File: src/rtl/bus_initiator.sv
// bus_initiator: single-outstanding register-bus initiator.
// Accepts one command, drives the peripheral select phase until the
// peripheral acknowledges or the wait budget runs out, then returns a
// one-cycle response. It only goes back to idle once the acknowledge has dropped.
module bus_initiator #(
  parameter int TIMEOUT_CYCLES = 255
) (
  input  logic        i_sysclk,
  input  logic        i_sysrst,
  input  logic        i_cmd_valid,
  output logic        o_cmd_ready,
  input  logic        i_cmd_wr,
  input  logic [3:0]  i_cmd_addr,
  input  logic [15:0] i_cmd_data,
  output logic        o_bus_select,
  output logic        o_bus_wr,
  output logic [3:0]  o_reg_addr,
  output logic [15:0] o_bus_data,
  input  logic [15:0] i_bus_data,
  input  logic        i_bus_ack,
  output logic        o_rsp_valid,
  output logic [15:0] o_rsp_data,
  output logic        o_rsp_err
);

  // Wait budget in counter units; the counter starts at 0 in the first
  // select cycle, so the last allowed cycle is the one where cnt+1 hits it.
  localparam logic [15:0] TIMEOUT_LIM = 16'(TIMEOUT_CYCLES);

  typedef enum logic [1:0] {
    ST_IDLE    = 2'd0,
    ST_REQ     = 2'd1,
    ST_RELEASE = 2'd2
  } state_t;

  state_t      state_r, state_nxt_s;
  logic [15:0] wait_cnt_r, wait_cnt_nxt_s;

  logic        accept_s, ack_hit_s, timeout_s;

  logic        cmd_ready_r,  cmd_ready_s;
  logic        bus_select_r, bus_select_s;
  logic        bus_wr_r,     bus_wr_s;
  logic [3:0]  reg_addr_r,   reg_addr_s;
  logic [15:0] bus_data_r,   bus_data_s;
  logic        rsp_valid_r,  rsp_valid_s;
  logic [15:0] rsp_data_r,   rsp_data_s;
  logic        rsp_err_r,    rsp_err_s;

  // Transaction events: command handshake, acknowledge, and budget expiry (ack wins).
  always_comb begin
    accept_s  = (state_r == ST_IDLE) && i_cmd_valid;
    ack_hit_s = (state_r == ST_REQ) && i_bus_ack;
    timeout_s = (state_r == ST_REQ) && !i_bus_ack &&
                ((wait_cnt_r + 16'd1) == TIMEOUT_LIM);
  end

  // Next-state logic for IDLE -> REQ -> RELEASE -> IDLE.
  always_comb begin
    state_nxt_s = state_r;
    case (state_r)
      ST_IDLE: begin
        if (accept_s) state_nxt_s = ST_REQ;
        else          state_nxt_s = ST_IDLE;
      end
      ST_REQ: begin
        if (ack_hit_s || timeout_s) state_nxt_s = ST_RELEASE;
        else                        state_nxt_s = ST_REQ;
      end
      ST_RELEASE: begin
        if (i_bus_ack) state_nxt_s = ST_RELEASE;
        else           state_nxt_s = ST_IDLE;
      end
      default: state_nxt_s = ST_IDLE;
    endcase
  end

  // Next values of the registered outputs and the wait counter.
  always_comb begin
    cmd_ready_s  = (state_nxt_s == ST_IDLE);
    bus_select_s = (state_nxt_s == ST_REQ);
    rsp_valid_s  = ack_hit_s || timeout_s;

    if (accept_s) begin
      bus_wr_s       = i_cmd_wr;
      reg_addr_s     = i_cmd_addr;
      bus_data_s     = i_cmd_wr ? i_cmd_data : 16'h0000;
      wait_cnt_nxt_s = 16'd0;
    end else begin
      bus_wr_s       = (state_nxt_s == ST_REQ) ? bus_wr_r : 1'b0;
      reg_addr_s     = reg_addr_r;
      bus_data_s     = bus_data_r;
      if ((state_r == ST_REQ) && !i_bus_ack && !timeout_s) begin
        wait_cnt_nxt_s = wait_cnt_r + 16'd1;
      end else begin
        wait_cnt_nxt_s = wait_cnt_r;
      end
    end

    // bus_wr_r still carries the command direction while in REQ.
    if (ack_hit_s) begin
      rsp_data_s = bus_wr_r ? 16'h0000 : i_bus_data;
      rsp_err_s  = 1'b0;
    end else if (timeout_s) begin
      rsp_data_s = 16'h0000;
      rsp_err_s  = 1'b1;
    end else begin
      rsp_data_s = rsp_data_r;
      rsp_err_s  = rsp_err_r;
    end
  end

  // State, counter and output registers with synchronous reset.
  always_ff @(posedge i_sysclk) begin
    if (i_sysrst) begin
      state_r      <= ST_IDLE;
      wait_cnt_r   <= 16'd0;
      cmd_ready_r  <= 1'b1;
      bus_select_r <= 1'b0;
      bus_wr_r     <= 1'b0;
      reg_addr_r   <= 4'd0;
      bus_data_r   <= 16'h0000;
      rsp_valid_r  <= 1'b0;
      rsp_data_r   <= 16'h0000;
      rsp_err_r    <= 1'b0;
    end else begin
      state_r      <= state_nxt_s;
      wait_cnt_r   <= wait_cnt_nxt_s;
      cmd_ready_r  <= cmd_ready_s;
      bus_select_r <= bus_select_s;
      bus_wr_r     <= bus_wr_s;
      reg_addr_r   <= reg_addr_s;
      bus_data_r   <= bus_data_s;
      rsp_valid_r  <= rsp_valid_s;
      rsp_data_r   <= rsp_data_s;
      rsp_err_r    <= rsp_err_s;
    end
  end

  assign o_cmd_ready  = cmd_ready_r;
  assign o_bus_select = bus_select_r;
  assign o_bus_wr     = bus_wr_r;
  assign o_reg_addr   = reg_addr_r;
  assign o_bus_data   = bus_data_r;
  assign o_rsp_valid  = rsp_valid_r;
  assign o_rsp_data   = rsp_data_r;
  assign o_rsp_err    = rsp_err_r;

endmodule

File: config.mk
export PLATFORM = sky130hd
export DESIGN_NAME = bus_initiator
export DESIGN_NICKNAME = d
export VERILOG_FILES = /design/src/rtl/bus_initiator.sv
export SDC_FILE = /design/constraint.sdc
export NUM_CORES = 1
export LEC_CHECK = 0
export CORE_ASPECT_RATIO = 1.4
export CORE_MARGIN = 3
export CORE_UTILIZATION = 50
export DETAILED_ROUTE_END_ITERATION = 10
export GPL_TIMING_DRIVEN = 0
export HOLD_SLACK_MARGIN = 0.08
export PLACE_DENSITY = 0.84
export SETUP_SLACK_MARGIN = 0.05
export SLEW_MARGIN = 10
export SYNTH_ARGS = -nofsm -noshare
export SYNTH_HDL_FRONTEND = slang
export SYNTH_SLANG_ARGS = --single-unit
File: constraint.sdc
create_clock -name i_sysclk -period 4.65 [get_ports i_sysclk]
set_clock_uncertainty 0.1 [all_clocks]
set_input_delay 1.1625 -clock i_sysclk [delete_from_list [all_inputs] [get_ports i_sysclk]]
set_output_delay 1.1625 -clock i_sysclk [all_outputs]
set_load 0.005 [all_outputs]
==> Word level (Yosys, flattened, before mapping) <==
Index checks and enable logic that the tools add are counted.
Widths: inputs -> output; s select.
{ "word_totals": {"wordCells": 39, "ff_bits": 59, "inputBits": 41} }
{ "classes": {"muxes": 10, "n_eq_ne": 5, "reduce_logical": 13, "n_addsub": 1} }
{ "ops": {"columns": ["operator", "count"], "rows": [
  ["$mux 16", 4],
  ["$add 16x1->16 const B", 1],
  ["$eq 16x8->1 const B", 1],
  ["$pmux 2 s3", 1],
  ["$logic_and 1x1->1", 5],
  ["$eq 2x1->1 const B", 2],
  ["$logic_not 2->1", 2],
  ["$mux 2", 2],
  ["$reduce_or 2->1", 2],
  ["$mux 1", 3],
  ["$eq 2x2->1 const B", 1],
  ["$logic_not 1->1", 2],
  ["$ne 2x2->1 const B", 1],
  ["$reduce_bool 2->1", 1],
  ["$logic_or 1x1->1", 1]
]} }

==> Longest topological paths before layout <==
{ "depth": {"ltp_word": 9, "mapped_depth": 10, "depth_no_buf": 7} }

==> Worst setup path before layout <==
Ideal clock, no wire load.
{ "synth_path": {"path_type": "input to register", "start": "in i_cmd_valid", "end": "reg bus_data_r[0] (netlist: o_bus_data[0])", "setup_ns": 0.060, "n_path_buf": 2, "arrival_time_ns": 2.798, "path_stages": 6, "slack_ns": 1.692, "cell_sequence": "nor3b_1 buf_1 inv_1 nor3b_1 clkbuf_1 a22o_1"} }
{ "synth_via": {"elab_chain_cells": 1} }
{ "synth_rtl": {"columns": ["item", "line", "rtl"], "rows": [
  ["from (decl)", "10", "input logic i_cmd_valid,"],
  ["$logic_and 1x1->1", "52", "accept_s = (state_r == ST_IDLE) && i_cmd_valid;"],
  ["to (signal assigned)", "133", "bus_data_r <= bus_data_s;"],
  ["to (decl)", "45", "logic [15:0] bus_data_r, bus_data_s;"]
]} }
Every way passes these cells.
A chain may end at the register's enable or synchronous reset.

==> Final worst setup path <==
{ "layout_path": {"start": "in i_cmd_valid", "end": "reg bus_data_r[14] (netlist: o_bus_data[14])"} }
Same word-level chain as after synthesis.

==> impl_results.md <==
- First-pass GRT wire length: 11,100 um
- Fin. max-slew vios: 0
- Power Dens Cells: about 300 mW/mm^2
- Hold-fix buffers, CTS: 0
- Max incr delay on CP: 0.74 ns
- Worst Path Max Fanout: 10
- Post-Syn Area: around 0.0026 mm^2
- Setup TNS Final: 0 ns
- Clock tree buffer depth: 2
- WHS: about 0.37 ns
- Die height: about 91 um
- CORE AREA: about 0.0050 mm^2
- Final WL: between 6000 and 7000 um
- Post-Synthesis Cells: 275
- Ports: 82
- Critical Path Most Common Cell: nor3b_1
- Gp weighted congestion: 0.865
- Max-cap violations: 0
- Syn-to-layout area delta: 41.1%
- # DRC: 0
- Min Tclk post-route: about 3.7 ns
- Port Buffers: between 80 and 90
- Synth Flop Type: dfxtp_1
- Critical Path AT: ~3.9 ns
- Max frequency: between 200 and 300 MHz
- All-layer global routing usage: 0.236
- Grt total ovfl: 0
- Final Hold Fails: 0
- Share of cells above drive strength 1: 0.0997
- Hold Crit Class: flip-flop to flip-flop
- Slew @ Worst Pin: ~0.87 ns
- Required time of the worst setup path: just under 5 ns
- # clock sinks: just under 60
- Die footprint: 0.00612 mm^2
- Inserted Diodes: 0
- Synth top area share: 0.454
- CTS buffer count: 9
- FF+latch count, synth: approximately 60
- ANT nets after route: 0
- Total setup buffers inserted after CTS: 0
- Vias per cell: around 5.5
- Crit path cell chain: clkdlybuf4s50_1 -> nor3b_1 -> buf_1 -> inv_1 -> nor3b_1 -> clkbuf_1 -> a22o_1
- Number of nets in the layout: approximately 400
- RSZ-0062 raised after global routing: no
- Initial antenna violation count: 0
- Clock insertion delay at the later pin of the skew report: ~0.34 ns
- Leak pwr: around 1.3 nW
- Routed len/inst: 16.0 um
- Critical path type: input pin to flip-flop
- Initial DRC Count: between 150 and 200
- DR pass1 iterations: 4
- Row Count: 30
- Setup violators final: 0
- DIE WIDTH: between 60 and 70 um
- Sequential area share after synthesis: 0.454
- R2R cell count: 6
- Biggest area consumer among synthesized cells: dfxtp_1
- CTS tree: done
- Clk Tree Root Cell: clkbuf_8
- CP max stage cell: nor3b_1
- Top-count cell post-synth: dfxtp_1
- Top cells by count, synth: dfxtp_1 (59), nand2_1 (28), a21oi_1 (25), nor2_1 (25), a22o_1 (16)
- Syn avg cell area: ~9.5 um^2
- Hold Crit Depth: 1
- Worst setup SP type: input pin
- Total Power: roughly 1.1 mW
- Initial Utilization: 0.526
- Synth cell types: 44
- Reg clk slew, reported paths: 0.06 ns
- Vias in the first global route: about 2,400
- Hpwl dp: 4920 um
- Max IR drop VDD: about 0.24 mV
- Status: finished, final reports clean
- H-Tree Depth: 3
- Synth area leaders: dfxtp_1 (45%), a22o_1 (5.4%), a311oi_2 (5.2%)
- Total number of vias: 2,411
- CP Capture Type: flip-flop
- Post-synth EDFFs: 0
- FFs w/ async S/R, synth: 0
- Final period util: 0.793
- Warnings, synthesis: 0
- Relative slew margins: 0.421
- Resized Gates After CTS: 0
- Syn Nets: 318
- Largest net degree at the start of global routing: 11
==> per-layer routing <==
layer | vias to the layer above | track usage | wire [um]
met2 | 70 | 0.405 | 3670
li1 | 1183 | - | -
met5 | - | 0 | 0
met4 | 0 | 0.0795 | 82
met3 | 6 | 0.0804 | 361
met1 | 1152 | 0.266 | 2830
==> per-stage QoR <==
step	instance area, um^2	instances	util	setup WS [ns]
final	3670	435	0.741	0.964
after global routing	3670	435	0.741	0.737
after CTS	3670	435	0.741	0.977
after detailed placement	3490	420	0.705	0.639
after global placement	3490	420	0.705	0.705
after floorplan	2600	275	-	1.69
==> kinds of logic after synthesis <==
| kind of cell | count (synthesis) | synth area share |
|---|---|---|
| AND/OR/NAND/NOR | 94 | 0.188 |
| adder cells (fa/ha/maj) | 2 | 0.00961 |
| flip-flops | 59 | 0.454 |
| buffers and inverters | 25 | 0.0452 |
| AO/OA/AOI/OAI | 72 | 0.222 |
| multiplexers | 8 | 0.0308 |
| XOR/XNOR | 15 | 0.0505 |
==> area by class of cell <==
cell class / instances / area [um^2]
well taps: 64 / 80.1
inverters: 6 / 22.5
repair buffers: 81 / 811
clock inverters: 2 / 10.0
multi-input cells: 191 / 1310
fillers: 388 / 1280
clock buffers: 13 / 169
flip-flops and latches: 59 / 1180
plain buffers: 19 / 95.1
==> worst max-delay path: cells and delay by family <==
kind,cells,cell delay [ns]
AO/OA/AOI/OAI,1,0.23
AND/OR/NAND/NOR,2,0.91
buffers and inverters,4,1.55
==> power by group <==
| group | switching [mW] | internal (mW) | total [mW] |
|---|---|---|---|
| combinational | 0.0635 | 0.0800 | 0.144 |
| sequential | 0.0105 | 0.523 | 0.533 |
| clock | 0.189 | 0.232 | 0.421 |
| total | 0.263 | 0.835 | 1.10 |
==> sequential cells by signal, indices dropped and copies added (netlist names) <==
| signal | cells |
|---|---|
| wait_cnt_r | 16 |
| o_rsp_valid | 1 |
| o_rsp_data | 16 |
| o_bus_data | 16 |
| o_rsp_err | 1 |
| o_cmd_ready | 1 |
| o_bus_select | 1 |
| o_bus_wr | 1 |
| o_reg_addr | 4 |
| state_r | 2 |
==> placed cells by master (no fill, tap or decap), types with 3 or more instances in the layout <==
cell / n
clkbuf_1: 14
dfxtp_1: 59
a311oi_2: 9
clkbuf_8: 12
a22o_1: 16
buf_6: 3
nor3b_1: 3
inv_1: 6
nand2_1: 28
nand3_1: 9
clkdlybuf4s50_1: 81
or3_1: 4
mux2i_1: 8
xor2_1: 8
a21oi_1: 25
nand4_1: 7
xnor2_1: 7
a311oi_1: 7
nor2_1: 25
a31o_2: 3
==> worst paths after layout <==
| check | to | start | slack, ns |
|---|---|---|---|
| setup / recovery | o_bus_data[14] | i_cmd_valid | 0.96 |
| hold / removal | o_bus_data[1] | o_bus_data[1] | 0.37 |
| setup reg to reg | o_bus_data[14] | state_r[0] | 1.92 |
| hold reg to reg | o_bus_data[1] | o_bus_data[1] | 0.37 |
No activity file was read; power rests on OpenSTA's default activity.
